[src/rtl/ifetch_if.sv]
// Bundle of the ROM read port, redirect request and decode-side valid/ready
// handshake seen by the instruction fetch stage.
interface ifetch_if #(
  parameter int ADDR_WIDTH = 9,
  parameter int DATA_WIDTH = 32
);
  logic [ADDR_WIDTH-1:0] rom_addr;
  logic [DATA_WIDTH-1:0] rom_dout;
  logic                  redirect_valid;
  logic [ADDR_WIDTH+1:0] redirect_pc;
  logic                  out_valid;
  logic                  out_ready;
  logic [DATA_WIDTH-1:0] out_instr;
  logic [ADDR_WIDTH+1:0] out_pc;

  // master is the fetch stage itself; slave is the ROM/decode/redirect side.
  modport master (
    output rom_addr, out_valid, out_instr, out_pc,
    input  rom_dout, redirect_valid, redirect_pc, out_ready
  );

  modport slave (
    input  rom_addr, out_valid, out_instr, out_pc,
    output rom_dout, redirect_valid, redirect_pc, out_ready
  );
endinterface

[src/rtl/ifetch.sv]
// Instruction fetch stage: owns the PC, reads a one-cycle synchronous ROM and
// buffers returned words in a 2-entry FIFO presented to decode via valid/ready.
module ifetch #(
  parameter int                    ADDR_WIDTH = 9,
  parameter int                    DATA_WIDTH = 32,
  parameter logic [ADDR_WIDTH+1:0] RESET_PC   = '0
) (
  input  logic     clk,
  input  logic     rst,
  ifetch_if.master bus
);

  localparam logic [ADDR_WIDTH-1:0] RESET_WORD = RESET_PC[ADDR_WIDTH+1:2];

  logic [ADDR_WIDTH-1:0] fetch_pc_q, fetch_pc_d;
  logic                  inflight_q, inflight_d;
  logic [ADDR_WIDTH-1:0] inflight_pc_q, inflight_pc_d;
  logic [1:0]            count_q, count_d;
  logic [DATA_WIDTH-1:0] instr0_q, instr0_d, instr1_q, instr1_d;
  logic [ADDR_WIDTH-1:0] pc0_q, pc0_d, pc1_q, pc1_d;

  logic       pop;
  logic       push;
  logic       issue;
  logic [2:0] occupancy;
  logic [1:0] push_slot;
  logic [1:0] unused_redirect_bits;

  assign unused_redirect_bits = bus.redirect_pc[1:0];

  // Credit rule: only issue if the word returning next cycle is sure to have
  // a free FIFO slot, counting words already buffered or in flight.
  always_comb begin
    pop       = (count_q != 2'd0) && bus.out_ready && !bus.redirect_valid;
    push      = inflight_q && !bus.redirect_valid;
    occupancy = 3'(count_q) + 3'(inflight_q) - 3'(pop);
    issue     = !bus.redirect_valid && (occupancy < 3'd2);
    push_slot = count_q - 2'(pop);

    fetch_pc_d    = fetch_pc_q;
    inflight_d    = inflight_q;
    inflight_pc_d = inflight_pc_q;
    count_d       = count_q;
    instr0_d      = instr0_q;
    instr1_d      = instr1_q;
    pc0_d         = pc0_q;
    pc1_d         = pc1_q;

    if (bus.redirect_valid) begin
      fetch_pc_d = bus.redirect_pc[ADDR_WIDTH+1:2];
      inflight_d = 1'b0;
      count_d    = 2'd0;
    end else begin
      inflight_d = issue;
      if (issue) begin
        inflight_pc_d = fetch_pc_q;
        fetch_pc_d    = fetch_pc_q + ADDR_WIDTH'(1);
      end
      count_d = count_q + 2'(push) - 2'(pop);
      if (pop) begin
        instr0_d = instr1_q;
        pc0_d    = pc1_q;
      end
      // The new word lands after whatever survives this cycle's pop.
      if (push) begin
        if (push_slot == 2'd0) begin
          instr0_d = bus.rom_dout;
          pc0_d    = inflight_pc_q;
        end else begin
          instr1_d = bus.rom_dout;
          pc1_d    = inflight_pc_q;
        end
      end
    end
  end

  always_ff @(posedge clk) begin
    if (rst) begin
      fetch_pc_q    <= RESET_WORD;
      inflight_q    <= 1'b0;
      inflight_pc_q <= '0;
      count_q       <= 2'd0;
      instr0_q      <= '0;
      instr1_q      <= '0;
      pc0_q         <= '0;
      pc1_q         <= '0;
    end else begin
      fetch_pc_q    <= fetch_pc_d;
      inflight_q    <= inflight_d;
      inflight_pc_q <= inflight_pc_d;
      count_q       <= count_d;
      instr0_q      <= instr0_d;
      instr1_q      <= instr1_d;
      pc0_q         <= pc0_d;
      pc1_q         <= pc1_d;
    end
  end

  assign bus.rom_addr  = fetch_pc_q;
  assign bus.out_valid = (count_q != 2'd0);
  assign bus.out_instr = instr0_q;
  assign bus.out_pc    = {pc0_q, 2'b00};

endmodule

[src/flat_wrapper.sv]
// flat-port wrapper written by rule: the top's interface ports become plain ports
module ifetch_flat 
#(
  parameter int                    ADDR_WIDTH = 9,
  parameter int                    DATA_WIDTH = 32,
  parameter logic [ADDR_WIDTH+1:0] RESET_PC   = '0
)
  (clk, rst, bus_rom_addr, bus_out_valid, bus_out_instr, bus_out_pc, bus_rom_dout, bus_redirect_valid, bus_redirect_pc, bus_out_ready);
  ifetch_if #(.ADDR_WIDTH(ADDR_WIDTH), .DATA_WIDTH(DATA_WIDTH)) bus_i ();
  input  logic clk;
  input  logic rst;
  output wire logic [$bits(bus_i.rom_addr)-1:0] bus_rom_addr;
  output wire logic [$bits(bus_i.out_valid)-1:0] bus_out_valid;
  output wire logic [$bits(bus_i.out_instr)-1:0] bus_out_instr;
  output wire logic [$bits(bus_i.out_pc)-1:0] bus_out_pc;
  input wire logic [$bits(bus_i.rom_dout)-1:0] bus_rom_dout;
  input wire logic [$bits(bus_i.redirect_valid)-1:0] bus_redirect_valid;
  input wire logic [$bits(bus_i.redirect_pc)-1:0] bus_redirect_pc;
  input wire logic [$bits(bus_i.out_ready)-1:0] bus_out_ready;
  assign bus_rom_addr = bus_i.rom_addr;
  assign bus_out_valid = bus_i.out_valid;
  assign bus_out_instr = bus_i.out_instr;
  assign bus_out_pc = bus_i.out_pc;
  assign bus_i.rom_dout = bus_rom_dout;
  assign bus_i.redirect_valid = bus_redirect_valid;
  assign bus_i.redirect_pc = bus_redirect_pc;
  assign bus_i.out_ready = bus_out_ready;
  ifetch #(.ADDR_WIDTH(ADDR_WIDTH), .DATA_WIDTH(DATA_WIDTH), .RESET_PC(RESET_PC)) u_core (.clk(clk), .rst(rst), .bus(bus_i));
endmodule
[config.mk]
export PLATFORM = sky130hd
export DESIGN_NAME = ifetch_flat
export DESIGN_NICKNAME = d
export VERILOG_FILES = /design/src/rtl/ifetch_if.sv /design/src/rtl/ifetch.sv /design/src/flat_wrapper.sv
export SDC_FILE = /design/constraint.sdc
export NUM_CORES = 1
export LEC_CHECK = 0
export ABC_AREA = 1
export BUFFER_PORTS_ARGS = -buffer_cell sky130_fd_sc_hd__buf_4
export CAP_MARGIN = 20
export CORE_MARGIN = 2
export CORE_UTILIZATION = 52
export DETAILED_ROUTE_END_ITERATION = 7
export PLACE_DENSITY = 0.76
export SLEW_MARGIN = 20
export SYNTH_ARGS = -nofsm -noshare
export SYNTH_HDL_FRONTEND = slang
export SYNTH_SLANG_ARGS = --single-unit
[constraint.sdc]
create_clock -name clk -period 2.74 [get_ports clk]
set_clock_uncertainty 0.15 [all_clocks]
set_input_delay 0.137 -clock clk [delete_from_list [all_inputs] [get_ports clk]]
set_output_delay 0.137 -clock clk [all_outputs]
set_load 0.02 [all_outputs]
==> results.ini <==
[status]
status=finished clean

[floorplanning]
die_area_sq_um=10200
start_util=0.531
core-area_sq_um=9200
rows=35
ioPinCount=100
fp.dieH_um=101
fp.dieW_um=101

[synthesis]
post-synth-top-area-cell=dfxtp_1
synth_compound_area_frac=0.139
syn-cell-area_sq_um=4890
synth_enable_flop_cells=0
ys_top_cells_by_area=dfxtp_1 42%, nand2_1 12%, a21oi_1 7.4%
synth_top_family_by_area=simple AND/OR/NAND/NOR gates
async_flop_share=0
ys_types=29
syn-mean-instance-area_sq_um=6.98
synthesis.yosys.warnings=0
synth.mux.area_fraction=0
synth-seq-cells=103
post_synth_xor_area_fraction=0.00179
synth_top_cell_area_share=0.422
synthMostInstantiatedCell=nand2_1
ranking_of_synthesized_cells_by_instance_count=154 x nand2_1, 103 x dfxtp_1, 72 x a21oi_1
post_synth_fa_ha_maj_area_fraction=0.00922
ys.flop_type=dfxtp_1
seq_area_frac_synth=0.422
simple_gate_share_of_the_synthesized_area=0.311
netlist_instances=700

[clock_network]
cts_buffer_depth=2
clkLatencyLatePin_ps=360
clock-sinks=103
cts_htree_levels=3
cts_tree=done
clk_pin_slew_worst_paths_ps=100
clock_root_buffer=clkbuf_8
cts_inserted_buffers=9
cts_repair_resized_insts=0

[timing]
finalWorstPathRequiredPeriod_ps=2530
finalSetupViolations=0
worst-slew-pin-transition_ps=951
fin_tns_setup_ps=0
grt_setup_unrepaired=no
fmax_mhz=395
max_slew_margin=0.365
layout_worst_path_cycle_share=0.923
final-max-slew-violation-count=0
finalHoldViolations=0
fin_hold_ws_ps=217

[setup_path]
regToRegEndpoint=u_core.bus.rom_addr[7]
crit_type=reg2reg
timing.critical_path.from=u_core.count_q[1]
path_max_fanout=10
rr_startpoint=u_core.count_q[1]
critPathArrivalTime_ps=2670
timing.reg2reg.worst_path_depth=10
worst_setup_path_end_kind=register
cp-start-kind=register
required_ps=2880
r2r_setup_slack_ps=210

[run]
drv_cap=0

[route]
ant_nets=0
drc=0
wirelength_um=12800
first_iter_violations=294
route.detailed.vias_per_inst=5.37
dr_total_vias=5010
drt_first_pass_iters=5
wire_per_inst_um=13.7

[worst_hold_path]
hold_path_depth=7
min-delay-path-class=in2reg
holdCritStartpoint=bus_redirect_valid
hold_path_endpoint=u_core.pc0_q[2]

[final_layout]
n_fill_cell=774
nets=867
layout-drive-gt1-share=0.179
layout.cell_area.non_filler_sq_um=6210
multi_input_comb_area_sq_um=2270
area.sequential_sq_um=2060
diodes=0
area_growth_pct=27.2

[global_routing]
grt_antenna_before_repair=0
grt_pass1_vias=4775
grt_max_degree=67
wire_length_of_the_first_global_routing_pass_um=20900
grt_remaining_overflow=0
global_route.usage.total=0.250

[power]
power.static_leakage_nw=2.66
power_density_nw_per_um2=489
peakVddDrop_mv=0.267

[place]
placement.cell_area_sq_um=5580
globalplace.congestion=0.806
dp_hpwl_um=7830
placement.io_buffers=95

-- registers in the layout, summed over array words and instances (netlist names) --
register	flops
u_core.bus.out_instr	32
u_core.bus.rom_addr	9
u_core.count_q	2
u_core.inflight_pc_q	9
u_core.inflight_q	1
u_core.instr1_q	32
u_core.pc0_q	9
u_core.pc1_q	9
-- per-stage QoR --
| step | worst slack (ps) | utilization | std cells | power [mW] |
|---|---|---|---|---|
| floorplan | 215 | - | 701 | 1.85 |
| global placement | 288 | 0.607 | 874 | 2.00 |
| detailed placement | 196 | 0.607 | 874 | 2.01 |
| CTS | 169 | 0.674 | 931 | 3.05 |
| global route | 28.5 | 0.676 | 933 | 3.16 |
| finish | 210 | 0.676 | 933 | 3.04 |
-- kinds of logic (layout without fill, tap and decap cells) --
group	Yosys count	after routing
and+or+nand+nor	340	341
other	1	2
adders and majority gates	3	3
xor gates and xnor gates	1	1
AOI/OAI and AO/OA	136	136
buffers and inverters	116	236
DFF	103	103
-- layer usage --
layer,GRT usage,vias to the layer above,share of wire
li1,-,2500,-
met5,0,-,0
met3,0.0326,21,0.063
met2,0.420,181,0.48
met4,0.0998,0,0.016
met1,0.325,2308,0.44
-- where the power goes --
group          leakage [nW]  switching, mW  internal [mW]
registers             0.837         0.0401           1.55
clock network         0.108          0.549          0.461
logic                  1.72          0.246          0.197
total                  2.66          0.835           2.20
-- how the worst max path moves through the flow --
stage / to / cells past startpoint
after global placement: u_core.inflight_pc_q[6] / 10
after floorplan: u_core.bus.rom_addr[6] / 12
final: u_core.bus.rom_addr[7] / 10
after global routing: u_core.bus.rom_addr[7] / 10
after CTS: u_core.inflight_pc_q[0] / 10
after detailed placement: u_core.inflight_pc_q[6] / 10
-- cells in the final DEF (no fill, tap or decap) --
cell,Yosys,final
nand2_1,154,153
buf_4,8,110
dfxtp_1,103,103
a21oi_1,72,72
nor2_1,67,67
nand3_1,66,66
inv_1,64,64
o21ai_0,58,58
dlygate4sd3_1,0,41
nor3_1,20,20
nand4_1,18,18
clkbuf_8,0,10
nand2_2,6,7
o21ai_1,6,6
inv_6,0,3
nor2_4,2,2
inv_2,2,2
nand3_4,2,2
nor3_2,2,2
ha_1,2,2
conb_1,1,2
clkinv_4,0,2
buf_12,0,2
nor2_8,1,1
inv_4,1,1
xor2_1,1,1
or2_2,1,1
nand3b_1,1,1
fa_1,1,1
bufinv_16,0,1
nor2_2,0,1
-- final cells by class --
cell class | instances | share of cell area
multi-input cells | 483 | 0.366
flip-flops and latches | 103 | 0.332
clock inverters | 6 | 0.0119
repair buffers | 153 | 0.205
well taps | 111 | 0.0223
inverters | 67 | 0.0409
clock buffers | 10 | 0.0221
-- critical path, stage by stage (launching register included) --
cell     delay [ps]
dfxtp_1         440
inv_2            60
nand2_2          80
nand2_2         100
nor2_1          180
o21ai_0         150
fa_1            560
nand3_4         180
nor2_2          300
nand3_1         110
a21oi_1         150
-- what timing repair did --
action / CTS / global route
setup buffers: 0 / 1
hold buffers: 41 / 0
setup endpoints to repair: 0 / 4
hold endpoints to repair: 72 / 0
No activity file was read; power rests on OpenSTA's default activity.
